==> src/rtl/data_memory.sv <==
// data_memory: byte-wide array with synchronous write and asynchronous read.
// The read register lives in the caller so this body maps onto plain RAM.
module data_memory #(
    parameter int ADDR_W = 8
) (
    input  logic              clock,
    input  logic              we,
    input  logic [ADDR_W-1:0] addr,
    input  logic [7:0]        wdata,
    output logic [7:0]        rdata
);
    logic [7:0] r_mem [2**ADDR_W] = '{default: 8'h00};

    always_ff @(posedge clock) begin
        if (we) r_mem[addr] <= wdata;
    end

    assign rdata = r_mem[addr];
endmodule

==> src/rtl/mem_wb_stage.sv <==
// mem_wb_stage: data-memory access, branch resolution and the MEM/WB register.
// Loads are registered here so they share the MEM/WB timing of the other fields.
module mem_wb_stage #(
    parameter int PC_SIZE     = 10,
    parameter int DMEM_ADDR_W = 8
) (
    input  logic               clock,
    input  logic               reset,
    input  logic [PC_SIZE-1:0] PC_jump,
    input  logic               zero,
    input  logic [7:0]         ALU_result,
    input  logic [7:0]         write_data,
    input  logic               branch_in,
    input  logic               mem_read_in,
    input  logic               mem_write_in,
    input  logic               mem_to_reg_in,
    input  logic               reg_write_in,
    input  logic [4:0]         write_register_in,
    output logic               pc_src,
    output logic [PC_SIZE-1:0] PC_target,
    output logic [7:0]         read_data,
    output logic [7:0]         alu_result_out,
    output logic               mem_to_reg_out,
    output logic               reg_write_out,
    output logic [4:0]         write_register_out,
    output logic [7:0]         wb_write_data
);
    logic [DMEM_ADDR_W-1:0] w_addr;
    logic [7:0]             w_rdata;
    logic                   w_we;
    logic [7:0]             r_read_data;
    logic [7:0]             r_alu_result;
    logic                   r_mem_to_reg;
    logic                   r_reg_write;
    logic [4:0]             r_write_register;

    // Upper address bits drop off, so small memories wrap modulo their depth.
    assign w_addr = DMEM_ADDR_W'(ALU_result);
    assign w_we   = mem_write_in & ~reset;

    data_memory #(.ADDR_W(DMEM_ADDR_W)) u_dmem (
        .clock (clock),
        .we    (w_we),
        .addr  (w_addr),
        .wdata (write_data),
        .rdata (w_rdata)
    );

    always_ff @(posedge clock) begin
        if (reset) begin
            r_read_data      <= 8'h00;
            r_alu_result     <= 8'h00;
            r_mem_to_reg     <= 1'b0;
            r_reg_write      <= 1'b0;
            r_write_register <= 5'd0;
        end else begin
            r_read_data      <= mem_read_in ? w_rdata : 8'h00;
            r_alu_result     <= ALU_result;
            r_mem_to_reg     <= mem_to_reg_in;
            r_reg_write      <= reg_write_in;
            r_write_register <= write_register_in;
        end
    end

    assign pc_src             = branch_in & zero;
    assign PC_target          = PC_jump;
    assign read_data          = r_read_data;
    assign alu_result_out     = r_alu_result;
    assign mem_to_reg_out     = r_mem_to_reg;
    assign reg_write_out      = r_reg_write;
    assign write_register_out = r_write_register;
    assign wb_write_data      = r_mem_to_reg ? r_read_data : r_alu_result;
endmodule

==> config.mk <==
export PLATFORM = sky130hd
export DESIGN_NAME = mem_wb_stage
export DESIGN_NICKNAME = d
export VERILOG_FILES = /design/src/rtl/data_memory.sv /design/src/rtl/mem_wb_stage.sv
export SDC_FILE = /design/constraint.sdc
export NUM_CORES = 2
export LEC_CHECK = 0
export CAP_MARGIN = 15
export CORE_ASPECT_RATIO = 0.8
export CORE_MARGIN = 2
export CORE_UTILIZATION = 50
export CTS_CLUSTER_SIZE = 28
export DETAILED_ROUTE_END_ITERATION = 6
export GPL_ROUTABILITY_DRIVEN = 0
export PLACE_DENSITY = 0.77
export SYNTH_ARGS = -nofsm -noshare
export SYNTH_HDL_FRONTEND = slang
export SYNTH_SLANG_ARGS = --single-unit
==> constraint.sdc <==
create_clock -name clock -period 9.93 [get_ports clock]
set_clock_uncertainty 0.1 [all_clocks]
set_input_delay 2.4825 -clock clock [delete_from_list [all_inputs] [get_ports clock]]
set_output_delay 2.4825 -clock clock [all_outputs]
set_load 0.02 [all_outputs]
==> qor.csv <==
metric,value,unit
run_status,completed,
ys_types,54,
first_pass_grt_wire_length,290,mm
grt_max_degree,141,
first_pass_iteration_count_of_the_detailed_router,6,
worst_pin_slew,1.21,ns
peakVddDrop,0.179,mV
num_vias,41600,
chipHeight,363,um
final_design_area_no_fill,89300,um2
dp_cells,5984,
max-clock-path-buffers,3,
final_hold_viol_count,0,
leakage,27.7,nW
clock.fmax,161,MHz
post_dp_cell_area,83200,um2
layout.cells.non_filler,6324,
final.setup.tns,0,ns
floorplan.die_area,164000,um2
clock_sink_count,2071,
grt_setup_unrepaired,false,
drt-initial-drc-count,7056,
antenna_found_initial,7,
timing.critical_path.required,7.35,ns
timing.hold.worst.class,reg -> reg,
insertion_delay,0.85,ns
yosysTopAreaCellShare,76.5,%
critPathArrivalTime,3.64,ns
synth_fp_nets,3982,
netlist_instances,3943,
synth.top_cells.by_area,"sky130_fd_sc_hd__edfxtp_1 76%, sky130_fd_sc_hd__mux4_2 11%, sky130_fd_sc_hd__mux2i_1 2.8%, sky130_fd_sc_hd__a22oi_1 1.2%, sky130_fd_sc_hd__nor2_1 1.1%",
area_delta_synth_final,11.0,%
final_nets,4087,
finalSetupViolations,0,
period_minus_slack,6.22,ns
share_of_layout_cells_above_drive_strength_1,20.4,%
horizontal_die_dimension,452,um
synth.largest_area_cell,sky130_fd_sc_hd__edfxtp_1,
grtUsageTotal,24.5,%
power_density,197,nW/um2
timing.final.max_slew_violations,0,
via_count_of_the_first_global_routing_pass,40700,
async_flop_share,0,%
post_cts_buffers,0,
numCtsBuffers,187,
cts.htree.levels,4,
slew_headroom,18.8,%
clk_transition_reported_paths,0.07,ns
cts-resized-gates,0,
timing.max_cap.violations,0,
synth_area,80400,um2
clk_root_buffer_cell,sky130_fd_sc_hd__clkbuf_16,
core_area,159000,um2
setup.worst_path.end_class,output pin,
synth-edff-count,2048,
drt-total-wl,200,mm
initial_utilization,50.4,%
synth.ff_latch_count,2071,
syn-mean-instance-area,20.4,um2
post-dp-hpwl,118,mm
cp-start-kind,primary input,
finish.utilization,56.0,%
io_buffers,60,
tritoncts,yes,
ys.warnings.count,0,
combined_area_of_the_multi_input_logic_cells,17000,um2
synth.yosys.seq_area_share,77.1,%
nFillCells,11300,
setup.worst_path.class,in -> out,
crit_fanout,1,
site_rows,131,
routed_wire_length_per_instance,31.7,um
antenna_left,0,
drt-vias-per-instance,6.57,
period_share,62.7,%
boundaryPins,81,
synth_top_flop_cell,sky130_fd_sc_hd__edfxtp_1,
drc,0,
hold_bufs_at_cts,0,
sequential_cell_area,62000,um2
total_congestion_overflow_after_global_routing,0,
timing.hold.ws,0.948,ns
Yosys cell counts (all sizes together), types with 30 or more instances:
master and instances:
mux2i 227, mux4 396, a211oi 45, a22oi 129, edfxtp 2048, nand3 111
nor2b 30, nor2 232, nor3 56, buf 155, o22ai 46, clkbuf 110
nand2 63
area by class of cell:
| cell class | count | area share (%) |
|---|---|---|
| flip-flops and latches | 2071 | 69.4 |
| multi-input cells | 1605 | 19.1 |
| clock buffers | 222 | 5.41 |
| well taps | 2128 | 2.98 |
| repair buffers | 181 | 1.81 |
| clock inverters | 112 | 1.30 |
| inverters | 2 | 0.00841 |
| diodes | 3 | 0.00841 |
metrics by stage:
stage	worst slack (ns)	total power, mW
floorplan	4.65	10.3
global placement	3.16	10.6
detailed placement	3.12	10.6
CTS	3.69	17.7
global route	3.64	18.0
finish	3.71	17.6
worst paths after layout:
check / start / to / depth (start not counted) / slack, ns
setup / recovery: branch_in / pc_src / 3 / 3.71
hold / removal: u_dmem.r_mem[187][5]$_DFFE_PP_ / read_data[5]$_SDFF_PP0_ / 5 / 0.95
setup reg to reg: u_dmem.r_mem[122][7]$_DFFE_PP_ / read_data[7]$_SDFF_PP0_ / 6 / 6.80
hold reg to reg: u_dmem.r_mem[187][5]$_DFFE_PP_ / read_data[5]$_SDFF_PP0_ / 5 / 0.95
cell usage in the layout, fill, tap and decap left out, types with 11 or more instances in the layout:
master                            count
sky130_fd_sc_hd__dfxtp_1             23
sky130_fd_sc_hd__nor4_1              12
sky130_fd_sc_hd__edfxtp_1          2048
sky130_fd_sc_hd__buf_4              112
sky130_fd_sc_hd__nand4_1             19
sky130_fd_sc_hd__a22oi_1            129
sky130_fd_sc_hd__and3_1              11
sky130_fd_sc_hd__nor3_1              55
sky130_fd_sc_hd__nand3_1            111
sky130_fd_sc_hd__mux2_2              28
sky130_fd_sc_hd__clkbuf_1            34
sky130_fd_sc_hd__a21oi_1             23
sky130_fd_sc_hd__a221oi_1            11
sky130_fd_sc_hd__mux4_2             396
sky130_fd_sc_hd__clkbuf_16          188
sky130_fd_sc_hd__nor2_1             229
sky130_fd_sc_hd__clkinv_1            38
sky130_fd_sc_hd__nor2b_1             25
sky130_fd_sc_hd__clkdlybuf4s50_1     46
sky130_fd_sc_hd__a41oi_1             22
sky130_fd_sc_hd__nand2_1             57
sky130_fd_sc_hd__o21ai_0             28
sky130_fd_sc_hd__bufinv_16           19
sky130_fd_sc_hd__a31oi_1             11
sky130_fd_sc_hd__nand3b_1            14
sky130_fd_sc_hd__clkinv_2            31
sky130_fd_sc_hd__mux2i_1            227
sky130_fd_sc_hd__o22ai_1             46
sky130_fd_sc_hd__a211oi_1            45
sky130_fd_sc_hd__a32oi_1             12
worst max-delay path: stages:
cell and delay, ns:
sky130_fd_sc_hd__clkdlybuf4s50_1 0.45, sky130_fd_sc_hd__and2_1 0.11, sky130_fd_sc_hd__clkdlybuf4s50_1 0.60
registers in the layout, indices dropped and copies added (netlist names):
register	flops
alu_result_out	8
mem_to_reg_out	1
read_data	8
reg_write_out	1
u_dmem.r_mem	2048
write_register_out	5
power breakdown:
| group | internal, mW | switching, mW |
|---|---|---|
| clock network | 3.98 | 3.18 |
| registers | 9.62 | 0.00867 |
| logic | 0.274 | 0.566 |
| total | 13.9 | 3.75 |
cell families after synthesis:
kind of cell / count (synthesis) / synth area share, %
AND/OR/NAND/NOR: 581 / 3.42
AO/OA/AOI/OAI: 373 / 3.36
flip-flops: 2071 / 77.1
buffers and inverters: 267 / 1.84
multiplexers: 651 / 14.3
metal layers:
layer | GRT usage (%) | wire, um
met5 | 0.0295 | 13
met3 | 6.74 | 26500
met4 | 8.17 | 6850
met1 | 35.0 | 75200
met2 | 36.5 | 91900
Note: power is estimated with default switching activity, not from simulation.
